==> src/rtl/led_seq_pkg.sv <==
// led_seq_pkg: register map, control bit positions and FSM
// encoding shared by the LED sequencer and its bench.
package led_seq_pkg;

    typedef enum logic [1:0] {
        ST_IDLE  = 2'd0,
        ST_RUN   = 2'd1,
        ST_PAUSE = 2'd2
    } state_t;

    // word index = addr[5:2]; STEP[i] lives at index 8+i
    localparam logic [3:0] REG_CTRL     = 4'h0;
    localparam logic [3:0] REG_PRESCALE = 4'h1;
    localparam logic [3:0] REG_STATUS   = 4'h2;

    localparam int CTRL_EN    = 0;
    localparam int CTRL_LOOP  = 1;
    localparam int CTRL_START = 2;
    localparam int CTRL_STOP  = 3;

    localparam int BTN_START = 0;
    localparam int BTN_PAUSE = 1;
    localparam int BTN_STOP  = 2;

endpackage

==> src/rtl/button_debounce.sv <==
// button_debounce: 2-flop synchronizer, stability counter and
// rising-edge pulse on the accepted level.
module button_debounce #(
    parameter int CYCLES = 1000
) (
    input  logic clk,
    input  logic reset_n,
    input  logic raw,
    output logic rise
);
    localparam int CW = $clog2(CYCLES + 1);
    localparam logic [CW-1:0] CMAX = CW'(CYCLES - 1);

    logic [1:0]    sync;
    logic          level;
    logic [CW-1:0] cnt;

    // accept a new level once it has differed for CYCLES clocks
    always_ff @(posedge clk or negedge reset_n) begin
        if (!reset_n) begin
            sync  <= '0;
            level <= 1'b0;
            cnt   <= '0;
            rise  <= 1'b0;
        end else begin
            sync <= {sync[0], raw};
            rise <= 1'b0;
            if (sync[1] == level) begin
                cnt <= '0;
            end else if (cnt == CMAX) begin
                level <= sync[1];
                rise  <= sync[1];
                cnt   <= '0;
            end else begin
                cnt <= cnt + 1'b1;
            end
        end
    end

endmodule

==> src/rtl/led_sequencer.sv <==
// led_sequencer: Wishbone-programmed LED pattern table stepped
// by a prescaled tick, with debounced start/pause/stop buttons.
module led_sequencer
    import led_seq_pkg::*;
#(
    parameter int NUM_STEPS       = 8,
    parameter int DEBOUNCE_CYCLES = 1000
) (
    input  logic        clk,
    input  logic        reset_n,
    input  logic        i_wb_cyc,
    input  logic        i_wb_stb,
    input  logic        i_wb_we,
    input  logic [31:0] i_wb_addr,
    input  logic [31:0] i_wb_data,
    output logic        o_wb_ack,
    output logic [31:0] o_wb_data,
    input  logic [2:0]  buttons,
    output logic [7:0]  leds,
    output logic [7:0]  led_enb,
    output logic        irq
);
    localparam int SW = (NUM_STEPS > 1) ? $clog2(NUM_STEPS) : 1;
    localparam logic [SW-1:0] LAST = SW'(NUM_STEPS - 1);

    logic [2:0]    btn_ev;
    logic          enable, loop;
    logic [15:0]   prescale;
    logic [23:0]   tab [NUM_STEPS];
    state_t        state, state_d;
    logic [SW-1:0] step, step_d, sel;
    logic [15:0]   tcnt, tcnt_d, pcnt, pcnt_d, dur;
    logic          done, done_d, load, finish;
    logic [7:0]    leds_d;
    logic          wb_req, wb_wr, ctrl_wr, stat_wr, step_hit;
    logic [3:0]    idx;
    logic          en_nx, start, stop, pause, tick, step_end;
    logic [31:0]   rdata;
    logic          unused;

    assign unused = ^{i_wb_addr[31:6], i_wb_addr[1:0], i_wb_data[31:24]};

    for (genvar g = 0; g < 3; g++) begin : g_btn
        button_debounce #(.CYCLES(DEBOUNCE_CYCLES)) u_db (
            .clk     (clk),
            .reset_n (reset_n),
            .raw     (buttons[g]),
            .rise    (btn_ev[g])
        );
    end

    assign idx      = i_wb_addr[5:2];
    assign sel      = idx[SW-1:0];
    assign wb_req   = i_wb_cyc & i_wb_stb & ~o_wb_ack;
    assign wb_wr    = wb_req & i_wb_we;
    assign ctrl_wr  = wb_wr & (idx == REG_CTRL);
    assign stat_wr  = wb_wr & (idx == REG_STATUS);
    assign step_hit = idx[3] & ({1'b0, idx[2:0]} < 4'(NUM_STEPS));

    assign en_nx = ctrl_wr ? i_wb_data[CTRL_EN] : enable;
    assign start = (ctrl_wr & i_wb_data[CTRL_START]) | btn_ev[BTN_START];
    assign stop  = (ctrl_wr & i_wb_data[CTRL_STOP]) | btn_ev[BTN_STOP] | ~en_nx;
    assign pause = btn_ev[BTN_PAUSE];

    // a zero duration still occupies one tick
    assign tick     = (state == ST_RUN) && (pcnt == prescale);
    assign step_end = tick && (tcnt >= ((dur == 16'd0) ? 16'd0 : dur - 16'd1));

    // register file writes land on the edge that raises ack
    always_ff @(posedge clk or negedge reset_n) begin
        if (!reset_n) begin
            enable   <= 1'b0;
            loop     <= 1'b0;
            prescale <= '0;
            for (int i = 0; i < NUM_STEPS; i++) tab[i] <= '0;
        end else if (wb_wr) begin
            if (ctrl_wr) begin
                enable <= i_wb_data[CTRL_EN];
                loop   <= i_wb_data[CTRL_LOOP];
            end
            if (idx == REG_PRESCALE) prescale <= i_wb_data[15:0];
            if (step_hit) tab[sel] <= i_wb_data[23:0];
        end
    end

    // read mux; pulse bits and unmapped words read as zero
    always_comb begin
        rdata = '0;
        case (idx)
            REG_CTRL:     rdata = {30'd0, loop, enable};
            REG_PRESCALE: rdata = {16'd0, prescale};
            REG_STATUS:   rdata = {26'd0, done, 3'(step), state};
            default:      if (step_hit) rdata = {8'd0, tab[sel]};
        endcase
    end

    // single-cycle ack with registered read data
    always_ff @(posedge clk or negedge reset_n) begin
        if (!reset_n) begin
            o_wb_ack  <= 1'b0;
            o_wb_data <= '0;
        end else begin
            o_wb_ack <= wb_req;
            if (wb_req) o_wb_data <= rdata;
        end
    end

    // next state: stop beats start, start beats pause
    always_comb begin
        state_d = state;
        step_d  = step;
        tcnt_d  = tcnt;
        pcnt_d  = pcnt;
        load    = 1'b0;
        finish  = 1'b0;
        if (stop) begin
            state_d = ST_IDLE;
            step_d  = '0;
            tcnt_d  = '0;
            pcnt_d  = '0;
        end else begin
            unique case (state)
                ST_IDLE: if (start) begin
                    state_d = ST_RUN;
                    step_d  = '0;
                    tcnt_d  = '0;
                    pcnt_d  = '0;
                    load    = 1'b1;
                end
                ST_PAUSE: if (start) begin
                    state_d = ST_RUN;
                    pcnt_d  = '0;
                end
                ST_RUN: begin
                    if (pause && !start) begin
                        state_d = ST_PAUSE;
                    end else if (step_end) begin
                        pcnt_d = '0;
                        tcnt_d = '0;
                        if (step != LAST) begin
                            step_d = step + 1'b1;
                            load   = 1'b1;
                        end else if (loop) begin
                            step_d = '0;
                            load   = 1'b1;
                        end else begin
                            state_d = ST_IDLE;
                            step_d  = '0;
                            finish  = 1'b1;
                        end
                    end else if (tick) begin
                        pcnt_d = '0;
                        tcnt_d = tcnt + 16'd1;
                    end else begin
                        pcnt_d = pcnt + 16'd1;
                    end
                end
                default: state_d = ST_IDLE;
            endcase
        end
    end

    // next outputs: pattern latched only when a step is loaded
    always_comb begin
        leds_d = leds;
        if (state_d == ST_IDLE) leds_d = '0;
        else if (load)          leds_d = tab[step_d][7:0];
        done_d = finish | (done & ~stat_wr);
    end

    // sequencer state and registered outputs
    always_ff @(posedge clk or negedge reset_n) begin
        if (!reset_n) begin
            state   <= ST_IDLE;
            step    <= '0;
            tcnt    <= '0;
            pcnt    <= '0;
            dur     <= '0;
            done    <= 1'b0;
            leds    <= '0;
            irq     <= 1'b0;
            led_enb <= 8'hFF;
        end else begin
            state   <= state_d;
            step    <= step_d;
            tcnt    <= tcnt_d;
            pcnt    <= pcnt_d;
            done    <= done_d;
            leds    <= leds_d;
            irq     <= finish;
            led_enb <= en_nx ? 8'h00 : 8'hFF;
            if (load) dur <= tab[step_d][23:8];
        end
    end

endmodule

==> config.mk <==
export PLATFORM = sky130hd
export DESIGN_NAME = led_sequencer
export DESIGN_NICKNAME = d
export VERILOG_FILES = /design/src/rtl/led_seq_pkg.sv /design/src/rtl/button_debounce.sv /design/src/rtl/led_sequencer.sv
export SDC_FILE = /design/constraint.sdc
export NUM_CORES = 1
export LEC_CHECK = 0
export CORE_MARGIN = 2
export CORE_UTILIZATION = 46
export DETAILED_ROUTE_END_ITERATION = 6
export MAX_ROUTING_LAYER = met4
export PLACE_DENSITY = 0.62
export SKIP_LAST_GASP = 1
export SYNTH_ARGS = -nofsm -noshare
export SYNTH_HDL_FRONTEND = slang
export SYNTH_SLANG_ARGS = --single-unit
==> constraint.sdc <==
create_clock -name clk -period 8.17 [get_ports clk]
set_input_delay 1.634 -clock clk [delete_from_list [all_inputs] [get_ports clk]]
set_output_delay 1.634 -clock clk [all_outputs]
set_load 0.005 [all_outputs]
==> run_summary.xml <==
<?xml version="1.0" encoding="UTF-8"?>
<metrics>
  <group name="global_routing">
    <metric name="grt-ovfl-total" unit="">0</metric>
    <metric name="number_of_global_route_vias_before_repair" unit="">14090</metric>
    <metric name="initial_antenna_violation_count" unit="">2</metric>
    <metric name="grt.total_usage" unit="">0.2749</metric>
    <metric name="first_pass_grt_wire_length" unit="µm">84010</metric>
    <metric name="grt_max_degree" unit="">149</metric>
  </group>
  <group name="logic_synthesis">
    <metric name="synth_area_in_adders" unit="">0.01732</metric>
    <metric name="async_set_reset_flop_share_out_of_synthesis" unit="">1.000</metric>
    <metric name="yosysSeqAreaShare" unit="">0.4727</metric>
    <metric name="synth.area.mux_share" unit="">0.1904</metric>
    <metric name="synth_flop_cell" unit="">sky130_fd_sc_hd__dfrtp_1</metric>
    <metric name="post_synth.cell_area_avg" unit="µm²">10.84</metric>
    <metric name="synth_compound_gate_area_share" unit="">0.1265</metric>
    <metric name="synth_cells" unit="">1666</metric>
    <metric name="syn_warnings" unit="">0</metric>
    <metric name="synth_top_family_by_area" unit="">multiplexers</metric>
    <metric name="synth.distinct_cells" unit="">65</metric>
    <metric name="synthSimpleGateAreaFrac" unit="">0.1265</metric>
    <metric name="synthXorXnorAreaFrac" unit="">0.03250</metric>
    <metric name="synth-edff-count" unit="">0</metric>
    <metric name="ys_seq_elements" unit="">341</metric>
    <metric name="post_syn_area" unit="µm²">18060</metric>
  </group>
  <group name="setup_path">
    <metric name="crit_path_cell_trace" unit="">or4_1 -&gt; nor4_1 -&gt; nand4_1 -&gt; and2_1 -&gt; ha_1 -&gt; nand2b_1 -&gt; a2111o_1 -&gt; a32o_1 -&gt; o211a_4 -&gt; o22ai_4 -&gt; buf_4 -&gt; mux2i_1 -&gt; nor2_1 -&gt; a2111o_1</metric>
    <metric name="setup.worst_path.end_class" unit="">flip-flop</metric>
    <metric name="worst-setup-path-type" unit="">flip-flop to flip-flop</metric>
    <metric name="crit_path_start_kind" unit="">flip-flop</metric>
    <metric name="cp_slowest_cell" unit="">sky130_fd_sc_hd__o22ai_4</metric>
    <metric name="crit_fanout" unit="">30</metric>
    <metric name="worst_ep_arrival" unit="ns">6.52</metric>
    <metric name="cpMostUsedCell" unit="">sky130_fd_sc_hd__a2111o_1</metric>
    <metric name="critical_path_required" unit="ns">8.61</metric>
    <metric name="worst_path_largest_cell_delay" unit="ns">0.72</metric>
  </group>
  <group name="finish">
    <metric name="post_route_cells_drive_above_1_share" unit="">0.2118</metric>
    <metric name="most-common-layout-cells" unit="">340 x sky130_fd_sc_hd__dfrtp_1, 231 x sky130_fd_sc_hd__mux2_2, 120 x sky130_fd_sc_hd__nor2_1</metric>
    <metric name="synthToLayoutAreaGrowth" unit="%">13.83</metric>
    <metric name="fin_nets" unit="">1795</metric>
    <metric name="final_common_cell" unit="">sky130_fd_sc_hd__dfrtp_1</metric>
    <metric name="count_of_fill_cells_added_during_filler_insertion" unit="">3400</metric>
  </group>
  <group name="timing">
    <metric name="fin_crit" unit="ns">6.077</metric>
    <metric name="number_of_hold_slack_violations_in_the_final_timing_report" unit="">0</metric>
    <metric name="slew-limit-headroom" unit="">0.2357</metric>
    <metric name="rsz0062_at_grt" unit="">false</metric>
    <metric name="max_freq" unit="MHz">164.6</metric>
    <metric name="setup-tns-final" unit="ns">0</metric>
    <metric name="setup_violations" unit="">0</metric>
    <metric name="finalCritPeriodShare" unit="">0.7438</metric>
    <metric name="worst_slew_pin_slew" unit="ns">1.146</metric>
    <metric name="hold-worst-slack" unit="ns">0.3426</metric>
    <metric name="drv_slew" unit="">0</metric>
    <metric name="fin_skew" unit="ns">0.02299</metric>
  </group>
  <group name="floorplan">
    <metric name="rows" unit="">72</metric>
    <metric name="initial_utilization" unit="">0.4661</metric>
    <metric name="io_pins" unit="">122</metric>
    <metric name="design.die.area" unit="µm²">40850</metric>
    <metric name="die_height" unit="µm">202.1</metric>
    <metric name="fp.coreArea" unit="µm²">38740</metric>
    <metric name="die_width" unit="µm">202.1</metric>
  </group>
  <group name="routing">
    <metric name="ant_nets" unit="">0</metric>
    <metric name="drt-vias-per-instance" unit="">6.216</metric>
    <metric name="avgRoutedWirePerCell" unit="µm">24.12</metric>
    <metric name="drt_first_pass_iters" unit="">5</metric>
    <metric name="drc" unit="">0</metric>
    <metric name="via_count" unit="">13940</metric>
    <metric name="first_iter_violations" unit="">1277</metric>
    <metric name="totalWireLength" unit="µm">54080</metric>
  </group>
  <group name="placement">
    <metric name="io_buffers" unit="">77</metric>
    <metric name="hpwlAfterDp" unit="µm">32680</metric>
    <metric name="place_congestion" unit="">0.8685</metric>
  </group>
  <group name="outcome">
    <metric name="outcome" unit="">finished clean</metric>
  </group>
  <group name="clock_tree">
    <metric name="htree_num_levels" unit="">2</metric>
    <metric name="postCtsSetupRepairBufs" unit="">0</metric>
    <metric name="tritoncts_clock_tree" unit="">built</metric>
    <metric name="clock_latency" unit="ns">0.56</metric>
    <metric name="post_cts_resize_count" unit="">0</metric>
    <metric name="path_clk_slew" unit="ns">0.06</metric>
    <metric name="numClockSinks" unit="">341</metric>
    <metric name="cts-hold-fix-buffers" unit="">0</metric>
    <metric name="tritoncts.num_buffers" unit="">39</metric>
    <metric name="clk_root_buffer_cell" unit="">sky130_fd_sc_hd__clkbuf_16</metric>
    <metric name="clock_path_buffers" unit="">3</metric>
  </group>
  <group name="power_and_ir_drop">
    <metric name="power-per-cell-area" unit="nW/µm²">207.3</metric>
    <metric name="power.static_leakage" unit="µW">0.009141</metric>
    <metric name="irDropWorstVdd" unit="mV">0.1186</metric>
  </group>
  <group name="hold_path">
    <metric name="holdCritPathClass" unit="">flip-flop to flip-flop</metric>
  </group>
  <group name="run">
    <metric name="drv_cap" unit="">0</metric>
  </group>
</metrics>
## sequential cells by signal (all words and copies together), names as in the netlist
signal and cells:
g_btn.u_db.sync 6, state 2, g_btn.u_db.rise 3, tab 192
irq 1, tcnt 16, o_wb_ack 1, pcnt 16
led_enb 1, leds 8, g_btn.u_db.cnt 30, prescale 16
g_btn.u_db.level 3, dur 16, done 1, step 3
enable 1, o_wb_data 24, loop 1
## metal layers
| metal | part of all wire | track usage |
|---|---|---|
| met1 | 0.43 | 0.3687 |
| met2 | 0.45 | 0.4121 |
| met3 | 0.080 | 0.05676 |
| met4 | 0.036 | 0.1043 |
| met5 | 0 | - |
## worst max-delay path: cells and delay by family, from the launching register on
kind                       cells  cell delay (ns)
DFF                            1             0.50
muxes                          1             0.28
AOI/OAI and AO/OA              5             2.15
buffers and inverters          1             0.52
adders and majority gates      1             0.26
and+or+nand+nor                6             2.21
## layout make-up
class / count / area, µm² / share of cell area
Tap cell: 518 / 648.1 / 0.03153
Antenna cell: 1 / 2.502 / 0.0001218
Sequential cell: 341 / 8534 / 0.4152
Multi-Input combinational cell: 1193 / 9007 / 0.4382
Inverter: 17 / 68.82 / 0.003348
Clock inverter: 10 / 128.9 / 0.006270
Clock buffer: 56 / 1172 / 0.05704
Timing Repair Buffer: 106 / 991.0 / 0.04821
## power by group
group,switching (µW),internal [µW],total (µW)
clock network,712,1090,1800
registers,112,1840,1950
logic,261,252,512
## synth_stat cells, types with 4 or more instances
| library cell | count | share of area |
|---|---|---|
| sky130_fd_sc_hd__o21ai_0 | 108 | 0.030 |
| sky130_fd_sc_hd__xor2_1 | 43 | 0.021 |
| sky130_fd_sc_hd__mux2i_1 | 43 | 0.024 |
| sky130_fd_sc_hd__nand4_1 | 12 | 0.0042 |
| sky130_fd_sc_hd__o22ai_1 | 6 | 0.0021 |
| sky130_fd_sc_hd__buf_2 | 9 | 0.0025 |
| sky130_fd_sc_hd__nand2b_1 | 32 | 0.011 |
| sky130_fd_sc_hd__or3_1 | 4 | 0.0014 |
| sky130_fd_sc_hd__or4_1 | 7 | 0.0029 |
| sky130_fd_sc_hd__a32oi_1 | 25 | 0.012 |
| sky130_fd_sc_hd__a221oi_1 | 22 | 0.011 |
| sky130_fd_sc_hd__a22oi_1 | 35 | 0.015 |
| sky130_fd_sc_hd__nor2b_1 | 6 | 0.0021 |
| sky130_fd_sc_hd__nor3_1 | 33 | 0.0091 |
| sky130_fd_sc_hd__a2111o_1 | 25 | 0.016 |
| sky130_fd_sc_hd__a21o_1 | 4 | 0.0017 |
| sky130_fd_sc_hd__nor2_1 | 123 | 0.026 |
| sky130_fd_sc_hd__and2_1 | 29 | 0.010 |
| sky130_fd_sc_hd__dfrtp_1 | 340 | 0.47 |
| sky130_fd_sc_hd__buf_4 | 16 | 0.0067 |
| sky130_fd_sc_hd__mux2_2 | 231 | 0.14 |
| sky130_fd_sc_hd__nand2_1 | 107 | 0.022 |
| sky130_fd_sc_hd__mux4_2 | 18 | 0.022 |
| sky130_fd_sc_hd__a22o_1 | 12 | 0.0058 |
| sky130_fd_sc_hd__and3_1 | 21 | 0.0073 |
| sky130_fd_sc_hd__a31oi_1 | 10 | 0.0035 |
| sky130_fd_sc_hd__clkbuf_1 | 82 | 0.017 |
| sky130_fd_sc_hd__ha_1 | 25 | 0.017 |
| sky130_fd_sc_hd__xnor2_1 | 24 | 0.012 |
| sky130_fd_sc_hd__a211oi_1 | 14 | 0.0058 |
| sky130_fd_sc_hd__nand3_1 | 76 | 0.021 |
| sky130_fd_sc_hd__or2_2 | 4 | 0.0014 |
| sky130_fd_sc_hd__nor4_1 | 10 | 0.0035 |
| sky130_fd_sc_hd__inv_1 | 15 | 0.0031 |
| sky130_fd_sc_hd__buf_1 | 12 | 0.0025 |
| sky130_fd_sc_hd__a21oi_1 | 41 | 0.011 |
## kinds of logic after synthesis
group | after synthesis
buffers and inverters | 139
adder cells (fa/ha/maj) | 25
AO/OA/AOI/OAI | 327
flip-flops | 341
XOR/XNOR | 67
AND/OR/NAND/NOR | 474
other | 1
multiplexers | 292
## worst paths after layout
| check | slack [ns] | cells after the start | to | start |
|---|---|---|---|---|
| max | 2.09 | 14 | dur[6] | dur[3] |
| min | 0.34 | 0 | g_btn[1].u_db.sync[1] | g_btn[1].u_db.sync[0] |
| max reg2reg | 2.09 | 14 | dur[6] | dur[3] |
| min reg2reg | 0.34 | 0 | g_btn[1].u_db.sync[1] | g_btn[1].u_db.sync[0] |
| max in group asynchronous | 5.55 | 2 | g_btn[1].u_db.cnt[5] | reset_n |
| min in group asynchronous | 1.14 | 1 | tcnt[12] | reset_n |
## stage by stage
step	power [µW]	utilization	worst slack [ns]	instance area [µm²]	instances
floorplan	2263	-	3.627	18080	1673
global placement	2467	0.4969	2.215	19250	2175
detailed placement	2484	0.4969	2.166	19250	2175
finish	4260	0.5306	2.093	20550	2242
global route	4423	0.5306	1.644	20550	2242
CTS	4287	0.5305	2.113	20550	2241
No activity file was read; power rests on OpenSTA's default activity.
